## config.mk

```make
export PLATFORM = sky130hd
export DESIGN_NAME = fifo_burst_reader
export DESIGN_NICKNAME = d
export VERILOG_FILES = /design/src/rtl/fifo_burst_reader.sv
export SDC_FILE = /design/constraint.sdc
export NUM_CORES = 1
export LEC_CHECK = 0
export ABC_AREA = 1
export BUFFER_PORTS_ARGS = -buffer_cell sky130_fd_sc_hd__buf_2
export CORE_MARGIN = 5
export CORE_UTILIZATION = 30
export CTS_BUF_LIST = sky130_fd_sc_hd__clkbuf_4 sky130_fd_sc_hd__clkbuf_8
export CTS_CLUSTER_DIAMETER = 40
export DETAILED_ROUTE_END_ITERATION = 10
export PLACE_DENSITY = 0.53
export SLEW_MARGIN = 10
export SYNTH_ARGS = -nofsm -noshare
export SYNTH_HDL_FRONTEND = slang
export SYNTH_SLANG_ARGS = --single-unit
```

## constraint.sdc

```tcl
create_clock -name clk -period 4.2 [get_ports clk]
set_input_delay 0.42 -clock clk [delete_from_list [all_inputs] [get_ports clk]]
set_output_delay 0.42 -clock clk [all_outputs]
set_load 0.1 [all_outputs]
```

## src/rtl/fifo_burst_reader.sv

```systemverilog
// fifo_burst_reader: drains an upstream synchronous FIFO into fixed-length
// bursts on a valid/ready stream. Bursts start on FIFO half-full or after an
// idle timeout; timeout bursts that run out of data are zero-padded to full
// length. A 2-entry output buffer keeps m_ready off the FIFO read path.
module fifo_burst_reader #(
    parameter int DATA_WIDTH = 32,
    parameter int BURST_LEN  = 8,
    parameter int TIMEOUT    = 16
) (
    input  logic                  clk,
    input  logic                  rst,
    input  logic                  fifo_empty,
    input  logic                  fifo_half_full,
    input  logic [DATA_WIDTH-1:0] fifo_data,
    output logic                  fifo_rd_en,
    output logic                  m_valid,
    input  logic                  m_ready,
    output logic [DATA_WIDTH-1:0] m_data,
    output logic                  m_last,
    output logic                  m_pad,
    output logic [15:0]           burst_cnt
);

    localparam int BEAT_W = $clog2(BURST_LEN);
    localparam int IDLE_W = $clog2(TIMEOUT) + 1;
    localparam logic [BEAT_W-1:0] LAST_BEAT = BEAT_W'(BURST_LEN - 1);
    localparam logic [IDLE_W-1:0] IDLE_MAX  = IDLE_W'(TIMEOUT - 1);

    typedef enum logic [1:0] {
        S_IDLE  = 2'd0,
        S_DRAIN = 2'd1,
        S_PAD   = 2'd2
    } state_t;

    state_t                state_q;
    logic [BEAT_W-1:0]     beat_q;
    logic                  flush_q;
    logic [IDLE_W-1:0]     idle_cnt_q;
    logic [15:0]           burst_cnt_q;

    // Output buffer: entry 0 is always the head, so m_* come straight from flops.
    logic [DATA_WIDTH-1:0] buf0_data_q, buf1_data_q;
    logic                  buf0_last_q, buf1_last_q;
    logic                  buf0_pad_q,  buf1_pad_q;
    logic [1:0]            occ_q;
    logic [1:0]            occ_d;

    logic                  pad_push;
    logic                  push;
    logic                  pop;
    logic                  push_last;
    logic                  push_pad;
    logic [DATA_WIDTH-1:0] push_data;

    // Push/pop decisions; the read strobe looks only at registered state and fifo_empty.
    always_comb begin
        fifo_rd_en = (state_q == S_DRAIN) && !fifo_empty && (occ_q < 2'd2);
        pad_push   = (state_q == S_PAD) && (occ_q < 2'd2);
        push       = fifo_rd_en || pad_push;
        pop        = (occ_q != 2'd0) && m_ready;
        push_last  = (beat_q == LAST_BEAT);
        push_pad   = pad_push;
        push_data  = pad_push ? '0 : fifo_data;
        occ_d      = occ_q + {1'b0, push} - {1'b0, pop};
    end

    assign m_valid   = (occ_q != 2'd0);
    assign m_data    = buf0_data_q;
    assign m_last    = buf0_last_q;
    assign m_pad     = buf0_pad_q;
    assign burst_cnt = burst_cnt_q;

    // Two-entry shift buffer: pops shift entry 1 forward, pushes fill the first free slot.
    always_ff @(posedge clk or posedge rst) begin
        if (rst) begin
            buf0_data_q <= '0;
            buf0_last_q <= 1'b0;
            buf0_pad_q  <= 1'b0;
            buf1_data_q <= '0;
            buf1_last_q <= 1'b0;
            buf1_pad_q  <= 1'b0;
            occ_q       <= 2'd0;
        end else begin
            if (pop) begin
                if (push && occ_q == 2'd1) begin
                    buf0_data_q <= push_data;
                    buf0_last_q <= push_last;
                    buf0_pad_q  <= push_pad;
                end else if (occ_q == 2'd2) begin
                    buf0_data_q <= buf1_data_q;
                    buf0_last_q <= buf1_last_q;
                    buf0_pad_q  <= buf1_pad_q;
                end
            end else if (push) begin
                if (occ_q == 2'd0) begin
                    buf0_data_q <= push_data;
                    buf0_last_q <= push_last;
                    buf0_pad_q  <= push_pad;
                end else begin
                    buf1_data_q <= push_data;
                    buf1_last_q <= push_last;
                    buf1_pad_q  <= push_pad;
                end
            end
            occ_q <= occ_d;
        end
    end

    // Burst sequencing: IDLE waits for half-full or timeout, DRAIN reads, PAD fills.
    always_ff @(posedge clk or posedge rst) begin
        if (rst) begin
            state_q    <= S_IDLE;
            beat_q     <= '0;
            flush_q    <= 1'b0;
            idle_cnt_q <= '0;
        end else begin
            case (state_q)
                S_IDLE: begin
                    if (fifo_half_full) begin
                        state_q    <= S_DRAIN;
                        flush_q    <= 1'b0;
                        idle_cnt_q <= '0;
                    end else if (!fifo_empty) begin
                        if (idle_cnt_q == IDLE_MAX) begin
                            state_q    <= S_DRAIN;
                            flush_q    <= 1'b1;
                            idle_cnt_q <= '0;
                        end else begin
                            idle_cnt_q <= idle_cnt_q + 1'b1;
                        end
                    end else begin
                        idle_cnt_q <= '0;
                    end
                end
                S_DRAIN: begin
                    if (fifo_rd_en) begin
                        if (push_last) begin
                            state_q <= S_IDLE;
                            beat_q  <= '0;
                        end else begin
                            beat_q <= beat_q + 1'b1;
                        end
                    end else if (fifo_empty && flush_q && occ_q < 2'd2) begin
                        // Timeout burst ran dry: finish it with padding.
                        state_q <= S_PAD;
                    end
                end
                S_PAD: begin
                    if (pad_push) begin
                        if (push_last) begin
                            state_q <= S_IDLE;
                            beat_q  <= '0;
                        end else begin
                            beat_q <= beat_q + 1'b1;
                        end
                    end
                end
                default: begin
                    state_q <= S_IDLE;
                    beat_q  <= '0;
                end
            endcase
        end
    end

    // Completed-burst counter, bumped when the last word of a burst is accepted.
    always_ff @(posedge clk or posedge rst) begin
        if (rst) begin
            burst_cnt_q <= 16'd0;
        end else if (pop && buf0_last_q) begin
            burst_cnt_q <= burst_cnt_q + 16'd1;
        end
    end

endmodule

```

# == Yosys cells after proc, flatten, opt, wreduce, memory -nomap -nowiden ==
# Cells that the tools add are included.
# word_totals
regBits,97
word_cells,89
# classes
bitwise,3
n_eq_ne,13
n_lt_le_gt_ge,1
n_reduce_logical,21
mux,34
addsub,5
# ops
cell,n
2-to-1 mux 32 bit,6
"adder 16 x 1 -> 16 bit, second input constant",1
2-to-1 mux 5 bit,3
2-to-1 mux 2 bit,7
2-to-1 mux 1 bit,13
AND reduction 3 bit,4
2-to-1 mux 3 bit,3
one-hot mux 3 bit (3 select lines),1
logical AND 1 bit,8
nonzero test 2 bit,4
"!= test 3 bit, second input constant",2
one-hot mux 2 bit (3 select lines),1
"adder 5 x 1 -> 5 bit, second input constant",1
"equality test 5 x 4 -> 1 bit, second input constant",1
"equality test 2 x 1 -> 1 bit, second input constant",2
"equality test 2 bit, second input constant",2
logical NOT 2 bit,2
"!= test 2 bit, second input constant",2
AND reduction 4 bit,1
"adder 3 x 1 -> 3 bit, second input constant",1
"equality test 3 bit, second input constant",1
"!= test 3 x 1 -> 1 bit, second input constant",1
"!= test 3 x 2 -> 1 bit, second input constant",1
inverter 1 bit,3
6 further kinds,6

# == Logic depth before layout (Yosys ltp) ==
# depth
word_depth,7
mapped_depth,12
depth_no_buf,11

# == Worst setup path after synthesis ==
# Ideal clock, no wire load.
# synth_timing
path_type,flip-flop to flip-flop
start,reg burst_cnt_q[0] (netlist: burst_cnt[0])
end,reg burst_cnt_q[14] (netlist: burst_cnt[14])
path_buffers,0
t_arrival_ns,1.811
slack_ns,2.269
synth_period_minus_slack_ns,1.931
required_time_ns,4.080
path_stages_with_launch,9
path_cell_list,dfrtp_1 -> ha_1 -> nand3_1 -> nor2_1 -> nand3_1 -> nand2_1 -> nand2_1 -> nand2_1 -> nand2_1
# synth_via
elab_chain_cells,1
# synth_rtl
element,line,text
start: declaration,39,logic [15:0] burst_cnt_q;
start signal: assignment,171,burst_cnt_q <= burst_cnt_q + 16'd1;
adder 16 x 1 -> 16 bit,171,
# No other way between the ends.
# A chain may end at the register's enable or synchronous reset.

# == Final worst setup path ==
# layout_timing
start,reg state_q[0]
end,reg buf0_data_q[30] (netlist: m_data[30])
# layout_via
elab_chain_cells,7
# layout_rtl
element,line,text
start: declaration,35,state_t state_q;
start signal: assignment,112,state_q <= S_IDLE;
start signal: assignment,120,state_q <= S_DRAIN;
start signal: assignment,125,state_q <= S_DRAIN;
equality test 2 x 1 -> 1 bit,57,fifo_rd_en = (state_q == S_DRAIN) && !fifo_empty && (occ_q < 2'd2);
logical AND 1 bit (2 in a row),57,
logical OR 1 bit,59,push = fifo_rd_en || pad_push;
logical AND 1 bit,85,if (push && occ_q == 2'd1) begin
!= test 3 x 1 -> 1 bit (no line) or 2-to-1 mux 32 bit (tied branches),--,
AND reduction 3 bit (no line) or 2-to-1 mux 32 bit (tied branches),--,
end signal: assignment,86,buf0_data_q <= push_data;
end signal: assignment,90,buf0_data_q <= buf1_data_q;
end signal: assignment,96,buf0_data_q <= push_data;
end: declaration,42,"logic [DATA_WIDTH-1:0] buf0_data_q, buf1_data_q;"
# Several ways; a longest one is shown, not always the timed one. The select of a mux whose other input is x is not followed.

==> flow_summary_export.csv <==
group,metric,value,unit
timing,whs,0.211,ns
yosys,ys_seq_area_share,50.2,%
clock_network,cts-root-buf,"clkbuf_8",
routing,drtIter0Drc,347,
yosys,synth_compound_area_share,5.33,%
timing,relSlewSlack,25.9,%
clock_network,htree_num_levels,3,
final_layout,fillers,1669,
clock_network,cts_buffers,9,
place,numPortBuffers,88,
die,initial_utilization,30.6,%
die,die_w,137,um
setup_path,crit_type,"flop to flop",
clock_network,cts_setup_buffers,0,
yosys,muxShareOfSynthArea,0,%
yosys,synth_xor_area_share,2.53,%
place,dp_hpwl,8090,um
timing,finalSetupViolCount,0,
routing,vias_per_cell,4.52,
timing,worst_slew_pin_slew,1.11,ns
clock_network,cts_tree,"done",
yosys,yosysUniqueCellTypes,27,
routing,firstDrtPassIters,4,
timing,finalCritPeriodShare,76.6,%
final_layout,area_delta_synth_final,15.3,%
clock_network,cts.repair.resized,0,
clock_network,worstSkewPairLatency,0.38,ns
final_layout,fin_cells,905,
power,leakage,3.04,nW
yosys,synth_nets,658,
yosys,synth_area_per_cell,7.93,um^2
die,die-area,18800,um^2
clock_network,clk_pin_slew,0.12,ns
timing,fin_setup_tns,0,ns
routing,via_count,4092,
die,die_h,137,um
clock_network,clock_sinks,97,
final_layout,drive_gt1_share,17.6,%
timing,grt_setup_unrepaired,"no",
global_routing,grt_usage,13.6,%
global_routing,antenna_found_initial,0,
setup_path,cp_max_fo,36,
clock_network,postCtsHoldBufs,0,
setup_path,critPathArrivalTime,3.54,ns
yosys,ys_warn_count,0,
timing,slew_violations,0,
power,ir_drop,0.000376,V
timing,final-hold-violation-count,0,
run,drv_cap,0,
power,p_per_area,879,nW/um^2
routing,wl,12400,um
place,dpl_cell_area,5400,um^2
outcome,outcome,"finished clean",
die,core,15800,um^2
routing,drcViolationCount,0,
global_routing,grt-ovfl-total,0,
yosys,yosys.area_share.adder,2.85,%
final_layout,n_antenna_cell,0,
place,dp_cells,889,
global_routing,grt_pass1_vias,4080,
timing,clock.fmax,311,MHz
worst_hold_path,hold_class,"input pin to async pin",
final_layout,fin_area,5580,um^2
final_layout,nNetsFinal,732,
timing,finalCriticalPeriod,3.22,ns
die,rows,46,
die,io-pin-count,89,
yosys,ys_ff_latch,97,
clock_network,cts_buffer_depth,2,
yosys,syn-cell-area,4840,um^2
setup_path,r2r_cells,11,
routing,ant_nets,0,
setup_path,start_kind,"flop",
place,gp_congestion,0.793,
yosys,syn_inst,610,
timing,skew,0.0147,ns
global_routing,grt_max_degree,69,
routing,post_drt_wl_per_cell,13.7,um
setup_path,end_kind,"flop",
yosys,synth-simple-area-share,30.8,%
final_layout,fin_util,35.2,%
global_routing,grt_pass1_wl,20500,um
yosys,synth_top_family_by_area,"simple AND/OR/NAND/NOR gates",
setup_path,crit_required,4.52,ns
==> registers in the layout, summed over array words and instances (netlist names) <==
register,cells
buf1_last_q,1
burst_cnt,16
m_pad,1
m_last,1
beat_q,3
state_q,2
idle_cnt_q,5
buf1_pad_q,1
buf1_data_q,32
flush_q,1
occ_q,2
m_data,32
==> layout by cell type (no fill, tap or decap), types with 6 or more instances in the layout <==
master / n
ha_1: 11
xnor2_1: 7
inv_1: 59
clkbuf_8: 9
nand4_1: 6
o21ai_0: 37
nand3_1: 81
nor2_1: 25
buf_2: 88
xor2_1: 7
dfrtp_1: 97
nand2_1: 222
==> critical path, stage by stage, from the launching register on <==
cell     delay [ns]
dfrtp_1        0.43
inv_1          0.13
ha_1           0.26
nand2_4        0.28
nand2_2        0.23
inv_1          0.09
ha_1           0.19
nor2_1         0.13
nand2_2        0.43
inv_2          0.71
nand3_1        0.17
nand2_1        0.09
==> synth_stat cells (all sizes together) <==
master | instances | area share [%]
xnor2 | 7 | 1.3
a21oi | 5 | 0.52
nor2 | 27 | 2.3
nor3 | 4 | 0.52
o21a | 2 | 0.31
nand4 | 6 | 0.78
nand3 | 82 | 8.7
inv | 63 | 4.9
clkbuf | 6 | 0.47
clkinv | 1 | 0.10
buf | 20 | 2.9
o21ai | 42 | 4.3
dfrtp | 97 | 50
ha | 11 | 2.8
a21boi | 1 | 0.16
xor2 | 7 | 1.3
nand2 | 229 | 18
==> stage by stage <==
stage	power [mW]	worst slack, ns
after CTS	4.96	0.949
after detailed placement	4.35	0.985
after global placement	4.29	1.08
final	4.90	0.983
after global routing	5.24	0.687
after floorplan	3.86	1.25
==> metal layers <==
metal  vias up  global-route usage, %  wire length (um)
met4         0                   5.32               197
met1      1938                   17.5              5710
li1       2062                      -                 -
met3        13                   2.90               681
met5         -                      0                 0
met2        79                   22.5              5840
==> cell families (layout without fill, tap and decap cells) <==
kind of cell,after synthesis,in the layout
adders and majority gates,11,11
xor gates and xnor gates,14,14
and+or+nand+nor,348,348
DFF,97,97
AOI/OAI and AO/OA,50,50
buffers and inverters,90,169
==> path summary, 6_finish.rpt <==
kind	start	to	slack [ns]
setup reg to reg	state_q[0]	m_data[30]	0.98
setup / recovery	state_q[0]	m_data[30]	0.98
hold / removal	rst	m_data[14]	0.21
hold reg to reg	m_data[5]	m_data[5]	0.48
min in group clk	fifo_data[16]	buf1_data_q[16]	0.31
max in group asynchronous	rst	beat_q[1]	3.03
==> cell type report <==
class	instances	area [um^2]	area share (%)
clock inverters	6	50.0	0.897
repair buffers	89	448	8.03
multi-input cells	423	2010	36.0
flip-flops and latches	97	2430	43.5
inverters	64	244	4.37
clock buffers	10	131	2.36
well taps	216	270	4.85
==> report_power, final <==
group | leakage [nW] | internal (mW) | switching (mW)
registers | 1.24 | 1.30 | 0.234
logic | 1.72 | 0.552 | 2.22
clock network | 0.0926 | 0.231 | 0.366
Note: power is estimated with default switching activity, not from simulation.
